File: config.mk
export PLATFORM = sky130hd
export DESIGN_NAME = gate_bist
export DESIGN_NICKNAME = d
export VERILOG_FILES = /design/src/rtl/gate_bist_pkg.sv /design/src/rtl/gate_ref_model.sv /design/src/rtl/gate_bist.sv
export SDC_FILE = /design/constraint.sdc
export NUM_CORES = 1
export LEC_CHECK = 0
export ABC_AREA = 1
export CAP_MARGIN = 30
export CORE_UTILIZATION = 50
export CTS_BUF_LIST = sky130_fd_sc_hd__clkbuf_4
export CTS_CLUSTER_SIZE = 16
export DETAILED_ROUTE_END_ITERATION = 10
export PLACE_DENSITY = 0.74
export SYNTH_ARGS = -nofsm -noshare
export SYNTH_HDL_FRONTEND = slang
export SYNTH_HIERARCHICAL = 1
export SYNTH_SLANG_ARGS = --single-unit
File: constraint.sdc
create_clock -name clk -period 4 [get_ports clk]
set_input_delay 0.4 -clock clk [delete_from_list [all_inputs] [get_ports clk]]
set_output_delay 0.4 -clock clk [all_outputs]
set_load 0.03 [all_outputs]
File: src/rtl/gate_bist_pkg.sv
`default_nettype none
// ============================================================================
// Module  : gate_bist_pkg
// Brief   : Op encodings, FSM state encoding and truth-table helpers for the
//           2-input gate BIST sequencer.
// Rev     : 1.0  initial release
// ============================================================================
package gate_bist_pkg;

    localparam logic [2:0] c_op_and  = 3'b000;
    localparam logic [2:0] c_op_or   = 3'b001;
    localparam logic [2:0] c_op_nand = 3'b010;
    localparam logic [2:0] c_op_nor  = 3'b011;
    localparam logic [2:0] c_op_xor  = 3'b100;
    localparam logic [2:0] c_op_xnor = 3'b101;

    typedef enum logic [1:0] {
        c_st_idle  = 2'd0,
        c_st_apply = 2'd1,
        c_st_done  = 2'd2
    } state_t;

    function automatic logic op_is_legal(input logic [2:0] op);
        return (op <= c_op_xnor);
    endfunction

    function automatic logic expected(input logic [2:0] op, input logic a, input logic b);
        logic y;
        y = 1'b0;
        case (op)
            c_op_and:  y = a & b;
            c_op_or:   y = a | b;
            c_op_nand: y = ~(a & b);
            c_op_nor:  y = ~(a | b);
            c_op_xor:  y = a ^ b;
            c_op_xnor: y = ~(a ^ b);
            default:   y = 1'b0;
        endcase
        return y;
    endfunction

endpackage
`default_nettype wire

File: src/rtl/gate_ref_model.sv
`default_nettype none
// ============================================================================
// Module  : gate_ref_model
// Brief   : Combinational golden model of the 2-input gate library.
// Rev     : 1.0  initial release
// ============================================================================
module gate_ref_model
    import gate_bist_pkg::*;
(
    input  logic [2:0] op,
    input  logic       a,
    input  logic       b,
    output logic       exp_y,
    output logic       op_legal
);

    always_comb begin
        exp_y    = expected(op, a, b);
        op_legal = op_is_legal(op);
    end

endmodule
`default_nettype wire

File: src/rtl/gate_bist.sv
`default_nettype none
// ============================================================================
// Module  : gate_bist
// Brief   : Exhaustive 4-vector self-test sequencer for a 2-input gate.
// Rev     : 1.0  initial release
// ============================================================================
module gate_bist
    import gate_bist_pkg::*;
#(
    parameter int HOLD_CYCLES = 10,
    parameter int ERR_W       = 4
) (
    input  logic             clk,
    input  logic             rst,
    input  logic             start,
    input  logic [2:0]       op,
    output logic             dut_a,
    output logic             dut_b,
    input  logic             dut_y,
    output logic             busy,
    output logic             done,
    output logic             pass,
    output logic [ERR_W-1:0] err_cnt,
    output logic [3:0]       fail_vec
);

    localparam int                 c_cnt_w    = (HOLD_CYCLES > 1) ? $clog2(HOLD_CYCLES) : 1;
    localparam logic [c_cnt_w-1:0] c_cnt_last = c_cnt_w'(HOLD_CYCLES - 1);
    localparam logic [ERR_W-1:0]   c_err_max  = '1;
    localparam logic [ERR_W-1:0]   c_err_rsv  = (ERR_W >= 3) ? ERR_W'(4) : c_err_max;

    state_t             r_state, w_state;
    logic [2:0]         r_op, w_op;
    logic [c_cnt_w-1:0] r_cnt, w_cnt;
    logic [1:0]         r_idx, w_idx;
    logic               r_a, w_a;
    logic               r_b, w_b;
    logic               r_busy, w_busy;
    logic               r_done, w_done;
    logic               r_pass, w_pass;
    logic [ERR_W-1:0]   r_err, w_err;
    logic [3:0]         r_fv, w_fv;

    logic [2:0]         w_model_op;
    logic               w_exp_y;
    logic               w_op_legal;

    // In IDLE the model judges the incoming op; afterwards only the latched op matters.
    assign w_model_op = (r_state == c_st_idle) ? op : r_op;

    gate_ref_model u_ref (
        .op       (w_model_op),
        .a        (r_a),
        .b        (r_b),
        .exp_y    (w_exp_y),
        .op_legal (w_op_legal)
    );

    always_ff @(posedge clk or posedge rst) begin
        if (rst) begin
            r_state <= c_st_idle;
            r_op    <= 3'b000;
            r_cnt   <= '0;
            r_idx   <= 2'd0;
            r_a     <= 1'b0;
            r_b     <= 1'b0;
            r_busy  <= 1'b0;
            r_done  <= 1'b0;
            r_pass  <= 1'b0;
            r_err   <= '0;
            r_fv    <= 4'b0000;
        end else begin
            r_state <= w_state;
            r_op    <= w_op;
            r_cnt   <= w_cnt;
            r_idx   <= w_idx;
            r_a     <= w_a;
            r_b     <= w_b;
            r_busy  <= w_busy;
            r_done  <= w_done;
            r_pass  <= w_pass;
            r_err   <= w_err;
            r_fv    <= w_fv;
        end
    end

    always_comb begin
        w_state = r_state;
        w_op    = r_op;
        w_cnt   = r_cnt;
        w_idx   = r_idx;
        w_a     = r_a;
        w_b     = r_b;
        w_busy  = r_busy;
        w_done  = 1'b0;
        w_pass  = r_pass;
        w_err   = r_err;
        w_fv    = r_fv;

        case (r_state)
            c_st_idle: begin
                if (start) begin
                    w_op   = op;
                    w_cnt  = '0;
                    w_idx  = 2'd0;
                    w_a    = 1'b0;
                    w_b    = 1'b0;
                    w_busy = 1'b1;
                    w_pass = 1'b0;
                    if (w_op_legal) begin
                        w_state = c_st_apply;
                        w_err   = '0;
                        w_fv    = 4'b0000;
                    end else begin
                        w_state = c_st_done;
                        w_err   = c_err_rsv;
                        w_fv    = 4'b1111;
                    end
                end
            end

            c_st_apply: begin
                if (r_cnt == c_cnt_last) begin
                    w_cnt = '0;
                    if (dut_y != w_exp_y) begin
                        w_fv[r_idx] = 1'b1;
                        if (r_err != c_err_max) begin
                            w_err = r_err + 1'b1;
                        end
                    end
                    if (r_idx == 2'd3) begin
                        w_state = c_st_done;
                        w_done  = 1'b1;
                        w_pass  = (w_fv == 4'b0000);
                    end else begin
                        w_idx        = r_idx + 2'd1;
                        {w_a, w_b}   = r_idx + 2'd1;
                    end
                end else begin
                    w_cnt = r_cnt + 1'b1;
                end
            end

            c_st_done: begin
                // A reserved-op run enters DONE without the pulse and raises it one cycle later.
                if (!r_done) begin
                    w_done = 1'b1;
                    w_pass = (r_fv == 4'b0000);
                end else begin
                    w_state = c_st_idle;
                    w_busy  = 1'b0;
                    w_a     = 1'b0;
                    w_b     = 1'b0;
                end
            end

            default: begin
                w_state = c_st_idle;
            end
        endcase
    end

    assign dut_a    = r_a;
    assign dut_b    = r_b;
    assign busy     = r_busy;
    assign done     = r_done;
    assign pass     = r_pass;
    assign err_cnt  = r_err;
    assign fail_vec = r_fv;

endmodule
`default_nettype wire
==> flow_summary_export.csv, run 1 <==
group,metric,value,unit
outcome,status,"finished clean",
placed_design,dp_slack,1.53,ns
logic_synthesis,ys_seq_elements,24,
sta,hold_violations,0,
worst_setup_path,slowest_delay,0.45,ns
global_routing,grt_max_degree,25,
clock_network,post_cts_resized,0,
worst_setup_path,critPathLaunchType,"flop",
clock_network,cts_tree,"built",
hold_path,hold_class,"reg2reg",
logic_synthesis,synth_top_area_share,40.2,%
die,dieArea,0.00321,mm^2
worst_setup_path,crit_chain,"inv_1 > ha_1 > inv_1 > o21ai_0 > nand2_1 > nand3_1 > nand3_1 > nand2_1 > inv_1 > nand2_1 > nand3_1 > a21oi_4 > inv_2 > nand2_1 > o21ai_2",
global_routing,antenna_found_initial,0,
die,top_level_ports,20,
worst_setup_path,worstPathArrival,2.73,ns
logic_synthesis,synth_edf_count,0,
cells_and_area,syn2layout_area_growth,18.0,%
pwr,peakVddDrop,0.000484,V
global_routing,grt_pass1_wl,5220,um
die,core_area,0.00278,mm^2
clock_network,clkTransAtPathRegs,0.14,ns
sta,setup_viol,0,
worst_setup_path,required,4.23,ns
clock_network,post_cts_buffers,0,
drt,antenna_left,0,
sta,rsz0062_at_grt,"false",
pwr,power,0.00136,W
logic_synthesis,ys_top_cells_by_area,"dfrtp_1 40%, nand2_1 12%, ha_1 11%, inv_1 8.0%, o21ai_0 6.7%",
pwr,powerDensity,771,mW/mm^2
sta,setup_slack,1.50,ns
logic_synthesis,netlist_area,0.00149,mm^2
worst_setup_path,crit_path_max_fanout,7,
global_routing,grt_pass1_vias,1229,
drt,first_pass_iters,4,
cells_and_area,antennaDiodeCount,0,
logic_synthesis,postSynthNetCount,212,
die,num_rows,19,
placed_design,portBuffers,19,
sta,post-route-min-period,2.50,ns
flow_run,cap_violations,0,
clock_network,clk_latency,0.32,ns
worst_setup_path,endpoint_kind,"flop",
global_routing,overflow,0,
clock_network,ctsHtreeMaxLevel,1,
logic_synthesis,synthTopCellsByCount,"47 x nand2_1, 32 x inv_1, 24 x dfrtp_1",
logic_synthesis,yosys.area.top_type,"dfrtp_1",
cells_and_area,nets,234,
drt,wl_per_cell,12.8,um
logic_synthesis,async_flop_share,100,%
sta,worst_pin_slew,0.913,ns
worst_setup_path,setup.worst_path.class,"reg2reg",
die,initial_core_util,53.7,%
sta,fmax,400,MHz
clock_network,cts_buffers,3,
clock_network,cts_root_buf,"clkbuf_4",
logic_synthesis,yosysWarnings,6,
clock_network,clock_path_buffers,2,
global_routing,grt_usage,21.0,%
logic_synthesis,synth-seq-area-share,40.2,%
cells_and_area,layoutNonFillerInstCount,244,
sta,relSlewSlack,39.1,%
logic_synthesis,synth_cell_types,28,
sta,period_share,62.5,%
pwr,leakagePower,0.903,nW
placed_design,dpl.hpwl,2430,um
worst_setup_path,slowest_stage,"dfrtp_1",
drt,drc,0,
placed_design,dp_cells,240,
logic_synthesis,synth_ff_type,"dfrtp_1",
drt,route.vias.total,1273,
logic_synthesis,yosys.cell_count.top_type,"nand2_1",
drt,drt_iter0_markers,65,
worst_setup_path,r2r_cells,15,
worst_setup_path,crit_top_cell,"nand2_1",
cells_and_area,drive_above_1_share,7.04,%
hold_path,hold_path_depth,2,
logic_synthesis,avgSynthCellArea,7.77,um^2
placed_design,gp_congestion,0.799,
drt,routed_via_density,5.22,
sta,drv_slew,0,
clock_network,cts.sinks,24,
die,die_w,56.6,um
drt,drt-total-wl,3120,um
die,die_height,56.6,um
sta,setup_tns,0,ns
sta,skew,0.00716,ns
logic_synthesis,syn-instance-count,192,
clock_network,cts_hold_buf,0,
[registers in the layout (all words and copies together), names as in the netlist, 2 cells and up]
signal	count
err_cnt	4
fail_vec	4
r_cnt	4
r_op	3
r_idx	2
r_state	2
[area by class of cell]
cell class	instances	area [um^2]
clock buffers	3	22.5
clock inverters	1	30.0
fillers	255	1020
inverters	34	128
multi-input cells	132	752
flip-flops and latches	24	601
well taps	31	38.8
repair buffers	19	190
[critical path, delay by kind of cell (launching register included)]
kind                       cells  cell delay [ns]
DFF                            1             0.45
buffers and inverters          4             0.38
adders and majority gates      1             0.31
AOI/OAI and AO/OA              3             0.59
and+or+nand+nor                7             0.67
[metrics by stage]
stage	instance area (um^2)	hold WS (ns)	utilization [%]
6_report	1760	0.508	63.3
3_3_place_gp	1710	0.470	61.4
3_5_place_dp	1710	0.477	61.4
2_1_floorplan	1490	0.415	-
5_1_grt	1760	0.546	63.3
4_1_cts	1760	0.510	63.3
[report_power, final]
group          switching, W  total [W]  internal [W]  leakage [nW]
logic              0.000507   0.000777      0.000270         0.564
registers         0.0000750   0.000403      0.000328         0.311
clock network     0.0000771   0.000178      0.000101        0.0279
[layout by cell type, fill, tap and decap left out]
cell type        netlist  routed
clkbuf_4               0       3
a211oi_1               1       1
a21oi_4                1       1
nor3_1                 2       2
a21oi_1                2       2
nor2_2                 1       1
or2_2                  1       1
nand2_4                1       1
o31ai_1                1       1
o21ai_4                1       1
nand4_1                2       2
a21oi_2                1       1
o21ai_2                1       1
nor2_1                11      11
a31oi_1                2       2
and3_1                 1       1
bufinv_16              0       1
ha_1                  13      13
o22ai_1                1       1
mux2i_1                1       1
nand3_1               17      17
inv_1                 32      32
nand2_2                2       2
inv_2                  2       2
o21ai_0               20      20
dfrtp_1               24      24
xor2_1                 2       2
clkdlybuf4s50_1        0      19
nand2_1               47      47
[cell families after synthesis]
logic type	share of synthesized area (%)
AND/OR/NAND/NOR	24.6
buffers and inverters	9.39
AO/OA/AOI/OAI	13.0
flip-flops	40.2
adder cells (fa/ha/maj)	10.9
XOR/XNOR	1.17
multiplexers	0.671
[worst paths after layout]
path | slack (ns) | endpoint | startpoint
worst max-delay path | 1.50 | err_cnt[2] | r_state[1]
worst min-delay path | 0.51 | pass | pass
worst max register to register | 1.50 | err_cnt[2] | r_state[1]
worst min register to register | 0.51 | pass | pass
max in group asynchronous | 2.88 | done | rst
min in group asynchronous | 0.56 | err_cnt[3] | rst
[per-layer routing]
metal  global-route usage, %  vias up  share of wire, %
met3                    2.76        9               3.7
met4                    9.06        0               2.2
met5                       0        -                 0
met1                    28.0      588                46
met2                    33.9       26                48
li1                        -      650                 -
No activity file was read; power rests on OpenSTA's default activity.
==> run 2, diff against run 1 <==
clock period = 2.5 ns   (was 4 ns; I/O delays follow)
==> flow_summary_export.csv, run 2 (synthesized netlist as in run 1, its figures left out) <==
group,metric,value,unit
sta,drv_slew,0,
pwr,pwr-share-seq,28.9,%
drt,wl_per_cell,13.2,um
cells_and_area,layoutNonFillerInstCount,246,
pwr,p_comb_share,58.0,%
drt,routed_via_density,5.28,
sta,fmax,449,MHz
die,die_height,56.6,um
die,num_rows,19,
cells_and_area,fin_util,63.9,%
worst_setup_path,critPathLaunchType,"flop",
pwr,switching_share,48.8,%
cells_and_area,layout_common_cells,"47 x nand2_1, 32 x inv_1, 24 x dfrtp_1",
worst_setup_path,endpoint_kind,"flop",
clock_network,cts_buffers,3,
cells_and_area,syn2layout_area_growth,19.0,%
hold_path,hold_class,"in2async",
placed_design,dp_cells,242,
placed_design,dpl.hpwl,2480,um
cells_and_area,layout_commonest_cell,"nand2_1",
worst_setup_path,required,2.73,ns
clock_network,ctsHtreeMaxLevel,1,
clock_network,cts_tree,"built",
cells_and_area,nets,236,
sta,post-route-min-period,2.23,ns
cells_and_area,fill_cells,249,
worst_setup_path,crit_path_max_fanout,7,
clock_network,cts_root_buf,"clkbuf_4",
sta,setup_viol,0,
die,dieArea,0.00321,mm^2
drt,route.vias.total,1299,
pwr,leakagePower,0.913,nW
worst_setup_path,setup.worst_path.class,"reg2reg",
sta,hold_violations,0,
drt,drt_iter0_markers,28,
clock_network,clkTransAtPathRegs,0.14,ns
pwr,clock_power_share,13.0,%
global_routing,antenna_found_initial,0,
drt,antenna_left,0,
worst_setup_path,worstPathArrival,2.46,ns
outcome,status,"finished clean",
die,core_area,0.00278,mm^2
sta,period_share,89.2,%
sta,relSlewSlack,69.6,%
flow_run,cap_violations,0,
global_routing,grt_pass1_wl,5570,um
clock_network,clock_path_buffers,2,
pwr,net-switching-power,0.00108,W
pwr,peakVddDrop,0.000897,V
sta,rsz0062_at_grt,"false",
placed_design,portBuffers,19,
die,top_level_ports,20,
placed_design,gp_congestion,0.831,
global_routing,grt_pass1_vias,1298,
clock_network,cts.sinks,24,
cells_and_area,drive_above_1_share,7.91,%
clock_network,cts_hold_buf,0,
drt,first_pass_iters,4,
pwr,p_int,0.00113,W
sta,worst_pin_slew,0.455,ns
clock_network,post_cts_buffers,0,
sta,skew,0.00129,ns
drt,drc,0,
cells_and_area,antennaDiodeCount,0,
sta,setup_tns,0,ns
die,die_w,56.6,um
global_routing,grt_usage,22.3,%
sta,hold_ws,0.257,ns
drt,drt-total-wl,3240,um
global_routing,grt_max_degree,25,
global_routing,overflow,0,
pwr,powerDensity,1250,mW/mm^2
clock_network,clk_latency,0.32,ns
die,initial_core_util,53.7,%
clock_network,post_cts_resized,0,
## run 2: through the flow
step / setup WS [ns] / instance area, um^2 / total power, W
after CTS: 0.194 / 1780 / 0.00221
after global placement: 0.353 / 1720 / 0.00186
final: 0.271 / 1780 / 0.00221
after floorplan: 0.258 / 1490 / 0.00155
after global routing: 0.0237 / 1780 / 0.00239
after detailed placement: 0.222 / 1720 / 0.00192
## run 2: final timing paths
| kind | from | to | slack (ns) | cells after the start |
|---|---|---|---|---|
| worst max register to register | r_state[0] | err_cnt[2] | 0.27 | 16 |
| worst min-delay path | rst | err_cnt[3] | 0.26 | 3 |
| worst min register to register | pass | pass | 0.50 | 2 |
| min in group clk | pass | pass | 0.50 | 2 |
| worst max-delay path | r_state[0] | err_cnt[2] | 0.27 | 16 |
| max in group asynchronous | rst | busy | 2.01 | 3 |
## run 2: per-layer routing
layer  GRT usage (%)  up-vias  part of all wire (%)
li1                -      659                     -
met5               0        -                     0
met1            26.7      614                    44
met3            3.92        6                   3.0
met2            40.0       20                    51
met4            7.67        0                   1.9
## run 2: power by group through the flow
stage / sequential, W / combinational (W) / clock, W
floorplan: 0.000755 / 0.000797 / 0
global placement: 0.000635 / 0.00123 / 0
detailed placement: 0.000649 / 0.00127 / 0
CTS: 0.000639 / 0.00128 / 0.000294
global route: 0.000658 / 0.00143 / 0.000301
finish: 0.000640 / 0.00128 / 0.000288
## run 2: worst max-delay path: stages, from the launching register on
cell and delay, ns:
dfrtp_1 0.43, inv_1 0.08, ha_1 0.21, inv_1 0.15, nand2_1 0.07, o21ai_1 0.16, nand2_1 0.10, nand3_1 0.09
nand3_1 0.07, nand2_1 0.08, inv_1 0.04, nand2_1 0.13, nand3_1 0.14, a21oi_4 0.18, inv_2 0.08, nand2_1 0.07
o21ai_2 0.05
## run 2: final cells by class
cell class / count / area, um^2 / area share (%)
sequential: 24 / 601 / 33.8
clock inverter: 1 / 30.0 / 1.69
inverter: 34 / 128 / 7.18
clock buffer: 3 / 22.5 / 1.27
tap: 31 / 38.8 / 2.18
timing repair buffer: 21 / 205 / 11.5
multi-input combinational: 132 / 752 / 42.3
